[config.mk]
export PLATFORM = sky130hd
export DESIGN_NAME = uart_tx_arbiter
export DESIGN_NICKNAME = d
export VERILOG_FILES = /design/src/rtl/uart_tx_arbiter.sv
export SDC_FILE = /design/constraint.sdc
export NUM_CORES = 1
export LEC_CHECK = 0
export ABC_AREA = 1
export ABC_CLOCK_PERIOD_IN_PS = 1900
export CORE_UTILIZATION = 47
export DETAILED_ROUTE_END_ITERATION = 7
export PLACE_DENSITY_LB_ADDON = 0.2
export SKIP_CTS_REPAIR_TIMING = 1
export SYNTH_ARGS = -nofsm -noshare
export SYNTH_HDL_FRONTEND = slang
export SYNTH_SLANG_ARGS = --single-unit
[constraint.sdc]
create_clock -name clk -period 1.9 [get_ports clk]
set_input_delay 0.57 -clock clk [delete_from_list [all_inputs] [get_ports clk]]
set_output_delay 0.57 -clock clk [all_outputs]
set_load 0.005 [all_outputs]
[src/rtl/uart_tx_arbiter.sv]
// uart_tx_arbiter: round-robin, message-locking arbiter feeding the UART TX FIFO push port
module uart_tx_arbiter #(
  parameter int FIFO_DEPTH   = 4,
  parameter int CNT_W        = 3,
  parameter int LOCK_TIMEOUT = 255
) (
  input  logic             clk,
  input  logic             rst,
  input  logic             i_en,
  input  logic             i_req0_valid,
  input  logic [7:0]       i_req0_data,
  input  logic             i_req0_last,
  output logic             o_req0_ready,
  input  logic             i_req1_valid,
  input  logic [7:0]       i_req1_data,
  input  logic             i_req1_last,
  output logic             o_req1_ready,
  output logic [7:0]       o_tx,
  output logic             o_tx_push,
  input  logic [CNT_W-1:0] i_tx_fifo_cnt,
  output logic             o_owner,
  output logic             o_locked,
  output logic             o_lock_timeout
);
  typedef enum logic [1:0] {IDLE, LOCKED, SETTLE} state_t;
  state_t state, state_nxt;
  logic rr, last_r, space, sel, own_v, xfer, to_hit;
  logic [7:0] tcnt;
  assign space = 32'(i_tx_fifo_cnt) < FIFO_DEPTH;
  assign sel   = (i_req0_valid & i_req1_valid) ? rr : i_req1_valid;
  assign own_v = o_owner ? i_req1_valid : i_req0_valid;
  assign xfer  = o_req0_ready | o_req1_ready;
  // Grant decode: fresh round-robin pick in IDLE, owner-only in LOCKED, nobody while the FIFO count settles
  always_comb begin
    o_req0_ready = 1'b0;
    o_req1_ready = 1'b0;
    to_hit       = 1'b0;
    state_nxt    = state;
    case (state)
      IDLE: begin
        o_req0_ready = i_en & space & i_req0_valid & ~sel;
        o_req1_ready = i_en & space & i_req1_valid & sel;
      end
      LOCKED: begin
        o_req0_ready = ~o_owner & i_req0_valid & space;
        o_req1_ready = o_owner & i_req1_valid & space;
        to_hit       = ~own_v & (tcnt + 8'd1 == 8'(LOCK_TIMEOUT));
      end
      default: ;
    endcase
    state_nxt = xfer ? SETTLE : (state == SETTLE) ? (last_r ? IDLE : LOCKED) : to_hit ? IDLE : state;
  end
  // State register
  always_ff @(posedge clk) begin
    if (rst) state <= IDLE;
    else     state <= state_nxt;
  end
  // Push strobe, byte capture, lock flag, round-robin pointer and idle-owner timeout
  always_ff @(posedge clk) begin
    if (rst) begin
      o_tx           <= 8'd0;
      o_tx_push      <= 1'b0;
      o_owner        <= 1'b0;
      o_locked       <= 1'b0;
      o_lock_timeout <= 1'b0;
      rr             <= 1'b0;
      last_r         <= 1'b0;
      tcnt           <= 8'd0;
    end else begin
      o_tx_push      <= xfer;
      o_lock_timeout <= to_hit;
      if (xfer) begin
        o_tx    <= o_req1_ready ? i_req1_data : i_req0_data;
        o_owner <= o_req1_ready;
        last_r  <= o_req1_ready ? i_req1_last : i_req0_last;
        tcnt    <= 8'd0;
      end
      if (state == SETTLE) begin
        o_locked <= ~last_r;
        tcnt     <= 8'd0;
        if (last_r) rr <= ~o_owner;
      end
      if (state == LOCKED && !own_v) tcnt <= to_hit ? 8'd0 : tcnt + 8'd1;
      if (to_hit) begin
        o_locked <= 1'b0;
        rr       <= ~o_owner;
      end
    end
  end
endmodule
==> summary.md, run 1 <==
| Metric | Value |
|---|---|
| Hold Crit Depth | 2 |
| Top_reg_cell synth | dfxtp_1 |
| Synth Net Count | 210 |
| Clk slew on worst S/H paths | 120 ps |
| Post-Synth Adder-Cell Area | 1.83% |
| Fin. max-slew vios | 0 |
| Nets | 260 |
| Post-route DRC | 0 |
| Final setup violation count | 0 |
| Filler Cells Inserted | 240 |
| CP top delay family | buffers and inverters |
| Antenna Cells | 0 |
| I/O pin total | 40 |
| Clk buf depth | 2 |
| DR vias/cell | 5.16 |
| Worst Clk Skew | 9.93 ps |
| Post-synthesis compound-gate area fraction | 12.7% |
| Die area | 3130 um^2 |
| CTS tree | done |
| Layout overhead on the synthesized area | 36.7% |
| Die X | 56.0 um |
| Worst Reg-to-Reg Cells | 10 |
| P_leak | 0.000795 uW |
| H-tree depth | 1 |
| Arrival time worst endpoint | 1290 ps |
| Detail Route Antenna Nets | 0 |
| CP max stage cell | buf_4 |
| WP buf/inv | 4 |
| Max-Cap Viols | 0 |
| Skew-Pair Late Insertion Delay | 310 ps |
| Routability Congestion | 0.812 |
| Worst Setup Start Kind | input pin |
| Area after DPL | 1830 um^2 |
| Gr usage total | 21.3% |
| WL/cell | 12.0 um |
| Total congestion overflow | 0 |
| First-pass GRT wire length | 5350 um |
| XOR/XNOR share of the synthesized area | 0.639% |
| I/O Buffers | 37 |
| Drt first pass iters | 4 |
| Crit Reg-Reg Endpoint | tcnt[0]$_SDFFE_PP0P_ |
| Worst ir drop on vdd | 0.409 mV |
| Rows | 19 |
| Synth Instances | 182 |
| Initial Utilization | 49.7% |
| Share of cells above drive strength 1 | 22.6% |
| Initial drt markers | 19 |
| Post-Synthesis Cell Area | 1370 um^2 |
| Overall power | 942 uW |
| Total CTS buffers | 3 |
| Crit path launch | i_tx_fifo_cnt[2] |
| Hold Crit Endpoint | o_tx[5]$_SDFFE_PP0P_ |
| Achievable clock frequency | 538 MHz |
| Worst hold path class | register to register |
| Post-synthesis mux area share | 0% |
| Clk Tree Root Cell | clkbuf_4 |
| Most frequent cell after synthesis | nand2_1 |
| Dominant cells by area after synthesis | dfxtp_1 35%, nand2_1 13%, nand3_1 7.3% |
| Final min period | 1860 ps |
| CP max FO | 2 |
| EDFF count, synth | 0 |
| Unrepaired setup endpoints after global routing | true |
| Reg2Reg Setup Slack | 240 ps |
| Synth cell count leaders | 46 x nand2_1, 24 x dfxtp_1, 20 x nand3_1, 18 x inv_1, 10 x a21oi_1 |
| Synthesis warning total | 0 |
| Final Hold Vio Count | 0 |
| Critical path's largest stage delay | 130 ps |
| Fin crit share | 97.8% |
| Library cells used by synthesis | 30 |
| Routed vias | 1346 |
| Synth area leader | dfxtp_1 |
| Kind of critical path | input pin to primary output |
| Simple-gate share of the synthesized area | 40.9% |
| Largest net degree at the start of global routing | 21 |
| Yosys reg bits | 24 |
| Die Ht | 56.0 um |
| Slew margin rel. | 71.0% |
| Sequential fraction of the synthesis area | 35.1% |
| Critical Path Sink Type | primary output |
| Origin of the critical flop-to-flop path | tcnt[0]$_SDFFE_PP0P_ |
| Std-Cell Core Area | 2760 um^2 |
| Final Cell Area | 1870 um^2 |
| Status | complete, no violations |
| Detail Placement HPWL | 2430 um |
| Worst-margin pin slew | 434 ps |
| Crit-path cells | clkbuf_2 > inv_2 > nand2_2 > nor2_2 > buf_4 > nand3_2 > nand2_2 > clkbuf_2 |
| Final wirelength | 3140 um |
| Pwr Density | 503 nW/um^2 |
| Num Clock Sinks | 24 |
| Post-synth top area share | 35.1% |
| Number of global-route vias before repair | 1310 |
| Fraction of registers with async set/reset | 0% |
| Hold_sp | o_tx[5]$_SDFFE_PP0P_ |
| Largest family of logic cells by synthesized area | simple AND/OR/NAND/NOR gates |
| Mean Syn Cell Area | 7.53 um^2 |
| CP required | 1330 ps |
| Initial antenna violation count | 0 |
==> registers in the layout (all words and copies together), names as in the netlist <==
signal	cells
last_r	1
o_lock_timeout	1
o_locked	1
o_owner	1
o_tx	8
o_tx_push	1
rr	1
state	2
tcnt	8
==> report_power, final <==
| group | internal, uW | switching [uW] |
|---|---|---|
| Combinational | 104 | 87.5 |
| Clock | 73.9 | 144 |
| Sequential | 522 | 10.6 |
| Total | 700 | 243 |
==> logic make-up after synthesis <==
logic type,count (synthesis)
flip-flops,24
buffers and inverters,26
adder cells (fa/ha/maj),2
AND/OR/NAND/NOR,103
AO/OA/AOI/OAI,26
XOR/XNOR,1
==> worst max path at each step <==
stage / depth (start not counted) / end
floorplan: 6 / o_req1_ready
global placement: 6 / o_req1_ready
detailed placement: 6 / o_req1_ready
CTS: 6 / o_req1_ready
global route: 7 / o_req1_ready
finish: 8 / o_req1_ready
==> layer usage <==
metal | GRT usage, % | vias to the layer above | routed length (um)
met4 | 9.76 | 0 | 59
met3 | 4.88 | 10 | 194
met1 | 25.8 | 599 | 1400
li1 | - | 698 | -
met2 | 35.5 | 39 | 1480
met5 | 0 | - | 0
==> worst min-delay path: stages, from the launching register on <==
cell     delay (ps)
dfxtp_1         330
nand3_1          70
nand2_1          50
==> layout by cell type, fill, tap and decap left out, drive strengths merged <==
cell type       n
clkbuf          5
nand3          25
ha              2
o211ai          9
o21ai           2
clkdlybuf4s50  31
dfxtp          24
nand4           2
nand2          53
xnor2           1
nor2           17
buf            13
nand3b          6
a21oi          12
inv            21
dlymetal6s2s    4
o22ai           1
o21bai          2
==> metrics by stage <==
| step | setup TNS (ps) | util [%] | instances | hold slack, ps | setup WS (ps) |
|---|---|---|---|---|---|
| CTS | -1490 | 67.1 | 260 | 481 | -612 |
| finish | 0 | 67.9 | 261 | 480 | 42.6 |
| floorplan | 0 | - | 182 | 451 | 102 |
| detailed placement | -7250 | 66.2 | 257 | 463 | -609 |
| global route | -26.4 | 67.9 | 261 | 495 | -26.4 |
| global placement | -6450 | 66.2 | 257 | 457 | -566 |
==> cell type report <==
class | count | area, um^2 | share of cell area [%]
tap | 31 | 38.8 | 2.07
timing repair buffer | 50 | 468 | 25.0
sequential | 24 | 484 | 25.9
clock buffer | 3 | 22.5 | 1.20
multi-input combinational | 132 | 781 | 41.7
inverter | 21 | 78.8 | 4.21
No activity file was read; power rests on OpenSTA's default activity.
==> inputs of run 2 (changes only) <==
--- a/config.mk
+++ b/config.mk
@@ -7,7 +7,8 @@
 export LEC_CHECK = 0
 export ABC_AREA = 1
 export ABC_CLOCK_PERIOD_IN_PS = 1900
-export CORE_UTILIZATION = 47
+export CORE_UTILIZATION = 49
+export CTS_BUF_LIST = sky130_fd_sc_hd__clkbuf_2
 export DETAILED_ROUTE_END_ITERATION = 7
 export PLACE_DENSITY_LB_ADDON = 0.2
 export SKIP_CTS_REPAIR_TIMING = 1
==> run 2 against run 1 <==
Worst setup slack hardly changed. Highest routed layer unchanged. Clock-buffer cell count is the same. Largest power group unchanged. Total power down 2.5%. Clock power down 9.2%. Cell count is 1.1% lower. Sequential power is essentially flat. Die area down 3.9%.
==> summary.md, run 2 (synthesis gave the netlist of run 1 again) <==
| Metric | Value |
|---|---|
| Status | complete, no violations |
| Total CTS buffers | 3 |
| Top Registers | o_tx (8), tcnt (8), state (2) |
| Detail Placement HPWL | 2320 um |
| Gr usage total | 22.8% |
| Post-route DRC | 0 |
| Worst hold path class | register to register |
| Final setup violation count | 0 |
| DR vias/cell | 5.11 |
| Share of cells above drive strength 1 | 20.2% |
| Critical path's largest stage delay | 530 ps |
| Kind of critical path | register to primary output |
| Fin crit share | 97.8% |
| Die X | 54.9 um |
| Initial Utilization | 53.4% |
| Pwr Density | 495 nW/um^2 |
| Worst ir drop on vdd | 0.397 mV |
| P_leak | 0.000775 uW |
| Initial antenna violation count | 0 |
| I/O Buffers | 37 |
| Skew-Pair Late Insertion Delay | 340 ps |
| WL/cell | 11.8 um |
| Filler Cells Inserted | 205 |
| Num Clock Sinks | 24 |
| Fin. max-slew vios | 0 |
| CP required | 1330 ps |
| Achievable clock frequency | 538 MHz |
| Die Ht | 54.9 um |
| Largest net degree at the start of global routing | 21 |
| H-tree depth | 1 |
| Most frequent cells in the layout | 45 x nand2_1, 31 x clkdlybuf4s50_1, 22 x dfxtp_1 |
| Max-Cap Viols | 0 |
| Fin worst setup slack | 42.7 ps |
| WP buf/inv | 1 |
| CTS tree | done |
| Die area | 3010 um^2 |
| CP max stage cell | clkdlybuf4s50_1 |
| CP max FO | 5 |
| Clk Tree Root Cell | clkbuf_2 |
| Final min period | 1860 ps |
| Antenna Cells | 0 |
| Initial drt markers | 20 |
| Worst-margin pin slew | 418 ps |
| Non-Filler Instances | 258 |
| First-pass GRT wire length | 4860 um |
| Std-Cell Core Area | 2570 um^2 |
| Placed cell count | 254 |
| I/O pin total | 40 |
| Final wirelength | 3040 um |
| Total congestion overflow | 0 |
| Nets | 257 |
| Arrival time worst endpoint | 1290 ps |
| Worst Setup Start Kind | register |
| Detail Route Antenna Nets | 0 |
| Drt first pass iters | 4 |
| Rows | 18 |
| Routed vias | 1318 |
| Pre-CTS setup slack | -613 ps |
| Critical Path Sink Type | primary output |
| Commonest non-fill, non-tap cell in the layout | nand2_1 |
| Final Hold Vio Count | 0 |
| Area after DPL | 1810 um^2 |
| Layout overhead on the synthesized area | 35.4% |
| CP top delay family | buffers and inverters |
| Routability Congestion | 0.795 |
| Crit-path cells | clkdlybuf4s50_1 |
| Slew margin rel. | 72.1% |
| Clk slew on worst S/H paths | 220 ps |
| Clk buf depth | 2 |
| Worst Clk Skew | 7.28 ps |
| Overall power | 919 uW |
| Number of global-route vias before repair | 1188 |
| Unrepaired setup endpoints after global routing | true |
| Final Cell Area | 1860 um^2 |
run 2: cell count changes in the layout (fill, tap and decap cells not counted), moves of 2 or more:
| cell | before | now |
|---|---|---|
| buf_4 | 13 | 10 |
| clkbuf_2 | 2 | 4 |
| clkbuf_4 | 3 | 0 |
| dfxtp_2 | 3 | 1 |
| nor2_2 | 5 | 3 |
| nor2_4 | 3 | 5 |
run 2: metrics by stage:
step | utilization (%) | hold slack (ps) | TNS, ps
6_report | 72.3 | 487 | 0
5_1_grt | 72.3 | 512 | -76.1
2_1_floorplan | - | 451 | 0
3_3_place_gp | 70.5 | 457 | -6590
4_1_cts | 71.2 | 489 | -1400
3_5_place_dp | 70.5 | 466 | -7680
run 2: layer usage:
layer / vias to the layer above / wire length [um] / GRT usage (%)
li1: 694 / - / -
met1: 588 / 1310 / 23.5
met2: 32 / 1520 / 43.6
met3: 4 / 152 / 5.00
met4: 0 / 48 / 8.97
met5: - / 0 / 0
run 2: area by class of cell:
class | count | area [um^2] | share of cell area, %
sequential | 24 | 485 | 26.2
clock buffer | 3 | 15.0 | 0.809
tap | 30 | 37.5 | 2.02
inverter | 21 | 78.8 | 4.25
timing repair buffer | 47 | 452 | 24.3
clock inverter | 1 | 3.75 | 0.202
multi-input combinational | 132 | 783 | 42.2
run 2: path summary, 6_finish.rpt:
kind,startpoint,to,slack [ps],depth (start not counted)
max,o_owner$_SDFFE_PP0P_,o_owner,40,1
max reg2reg,tcnt[0]$_SDFFE_PP0P_,tcnt[0]$_SDFFE_PP0P_,240,8
min reg2reg,o_tx[1]$_SDFFE_PP0P_,o_tx[1]$_SDFFE_PP0P_,490,2
min,o_tx[1]$_SDFFE_PP0P_,o_tx[1]$_SDFFE_PP0P_,490,2
run 2: where the power goes:
group          internal [uW]  switching (uW)
Combinational            102            84.6
Sequential               522            11.7
Clock                   45.8             153
==> inputs of run 3 (changes only) <==
--- a/config.mk
+++ b/config.mk
@@ -10,7 +10,7 @@
 export CORE_UTILIZATION = 49
 export CTS_BUF_LIST = sky130_fd_sc_hd__clkbuf_2
 export DETAILED_ROUTE_END_ITERATION = 7
-export PLACE_DENSITY_LB_ADDON = 0.2
+export PLACE_DENSITY = 0.82
 export SKIP_CTS_REPAIR_TIMING = 1
 export SYNTH_ARGS = -nofsm -noshare
 export SYNTH_HDL_FRONTEND = slang
==> run 3 against run 2 <==
Cell count rose by 0.39%. Highest routed layer unchanged. Worst hold slack gained 3.0 ps. Combinational power is essentially flat. Clock skew is 4.4 ps higher. Largest power group unchanged.
==> summary.md, run 3 (synthesis gave the netlist of run 1 again) <==
| Metric | Value |
|---|---|
| Unrepaired setup endpoints after global routing | true |
| Final min period | 1860 ps |
| Antenna Cells | 0 |
| Crit-path cells | inv_2 > nand2_2 > nor2_4 > nand3_2 > nand2_2 > clkbuf_2 |
| Std-Cell Core Area | 2570 um^2 |
| CTS tree | done |
| WL/cell | 12.8 um |
| Worst-margin pin slew | 403 ps |
| Worst hold path class | register to register |
| Pwr Density | 499 nW/um^2 |
| Hold Crit Depth | 2 |
| Reg power frac | 57.6% |
| Nets | 258 |
| Clock share of power | 21.9% |
| Final setup TNS | 0 ps |
| Clk buf depth | 2 |
| I/O Buffers | 37 |
| Met2 wire len | 1640 um |
| Num Clock Sinks | 24 |
| Non-Filler Instances | 259 |
| Clk Tree Root Cell | clkbuf_2 |
| Worst Reg-to-Reg Cells | 8 |
| H-tree depth | 1 |
| P_leak | 0.000779 uW |
| Post-route DRC | 0 |
| Number of global-route vias before repair | 1240 |
| Kind of critical path | register to primary output |
| Status | complete, no violations |
| Largest net degree at the start of global routing | 21 |
| Routed metal-1 wire length | 1480 um |
| Placed cell count | 255 |
| CP max FO | 3 |
| First-pass GRT wire length | 5020 um |
| Final Cell Area | 1860 um^2 |
| Most frequent cells in the layout | 44 x nand2_1, 31 x clkdlybuf4s50_1, 21 x dfxtp_1 |
| I/O pin total | 40 |
| Commonest non-fill, non-tap cell in the layout | nand2_1 |
| Routability Congestion | 0.787 |
| Achievable clock frequency | 537 MHz |
| Initial Utilization | 53.4% |
| Power Internal | 670 uW |
| Gr usage total | 23.2% |
| Initial antenna violation count | 0 |
| Initial drt markers | 38 |
| Routed vias | 1361 |
| CP max stage cell | dfxtp_2 |
| Top sig layer | met4 |
| Met3 wire len | 158 um |
| Net Sw Power | 258 uW |
| Clk slew on worst S/H paths | 230 ps |
| Final wirelength | 3310 um |
| Reg2Reg Setup Slack | 170 ps |
| Die Ht | 54.9 um |
| Skew-Pair Late Insertion Delay | 340 ps |
| Critical Path Sink Type | primary output |
| Detail Placement HPWL | 2450 um |
| Detail Route Antenna Nets | 0 |
| Fin crit share | 98.1% |
| Hold_sp | o_tx[1]$_SDFFE_PP0P_ |
| Worst ir drop on vdd | 0.392 mV |
| Share of cells above drive strength 1 | 21.8% |
| Slew margin rel. | 73.1% |
| CP required | 1330 ps |
| Arrival time worst endpoint | 1290 ps |
| Crit path top cell by count | nand2_2 |
| Hold Crit Endpoint | o_tx[1]$_SDFFE_PP0P_ |
| Pre-CTS setup slack | -628 ps |
| Max-Cap Viols | 0 |
| Combinational Power Share | 20.5% |
| Origin of the critical flop-to-flop path | tcnt[0]$_SDFFE_PP0P_ |
| Area after DPL | 1820 um^2 |
| Worst Setup Start Kind | register |
| Worst Clk Skew | 11.6 ps |
| Die area | 3010 um^2 |
| Drt first pass iters | 4 |
| Filler Cells Inserted | 208 |
| Multi-input logic area | 786 um^2 |
| DR vias/cell | 5.25 |
| Die X | 54.9 um |
| Total congestion overflow | 0 |
| Layout overhead on the synthesized area | 35.8% |
| Rows | 18 |
| Fin. max-slew vios | 0 |
| Critical path's largest stage delay | 390 ps |
| Total CTS buffers | 3 |
| Top Registers | o_tx (8), tcnt (8), state (2) |
| Seq. cell area | 487 um^2 |
| Sw Share | 27.8% |
| Final Hold Vio Count | 0 |
| Fin worst setup slack | 36.4 ps |
| Final setup violation count | 0 |
| Crit Reg-Reg Endpoint | tcnt[0]$_SDFFE_PP0P_ |
[run 3: cell types whose count changed in the layout (fill, tap and decap cells not counted), sizes merged]
cell / before / now
clkbuf: 4 / 5
[run 3: cell type report]
cell class,count,area share [%]
Timing Repair Buffer,48,24.3
Sequential cell,24,26.2
Inverter,21,4.24
Multi-Input combinational cell,132,42.2
Clock inverter,1,0.202
Tap cell,30,2.02
Clock buffer,3,0.807
[run 3: power by group through the flow]
stage / Sequential (uW) / Clock (uW) / Combinational, uW
3_3_place_gp: 543 / 0 / 182
4_1_cts: 534 / 204 / 187
6_report: 535 / 203 / 190
3_5_place_dp: 544 / 0 / 186
2_1_floorplan: 543 / 0 / 79.5
5_1_grt: 538 / 229 / 206
[run 3: critical path, delay by kind of cell (launching register included)]
family	cells	cell delay (ps)
buffers and inverters	2	170
and+or+nand+nor	4	380
DFF	1	390
[run 3: how the worst max path moves through the flow]
stage / startpoint / end / slack (ps)
global placement: i_en / o_req1_ready / -570
floorplan: i_tx_fifo_cnt[2] / o_req1_ready / 100
CTS: i_en / o_req1_ready / -640
finish: state[0]$_SDFFE_PP0P_ / o_req1_ready / 40
global route: state[0]$_SDFFE_PP0P_ / o_req1_ready / -60
detailed placement: i_en / o_req1_ready / -630
[run 3: per-stage QoR]
stage	total power (uW)	hold WS, ps	util, %
2_1_floorplan	623	451	-
3_3_place_gp	725	456	70.8
3_5_place_dp	730	464	70.8
4_1_cts	926	496	71.5
5_1_grt	972	519	72.5
6_report	928	490	72.5
[run 3: routing by layer]
layer | up-vias | track usage (%)
met5 | - | 0
met4 | 0 | 8.55
met3 | 4 | 3.61
met2 | 51 | 40.2
met1 | 612 | 28.3
li1 | 694 | -
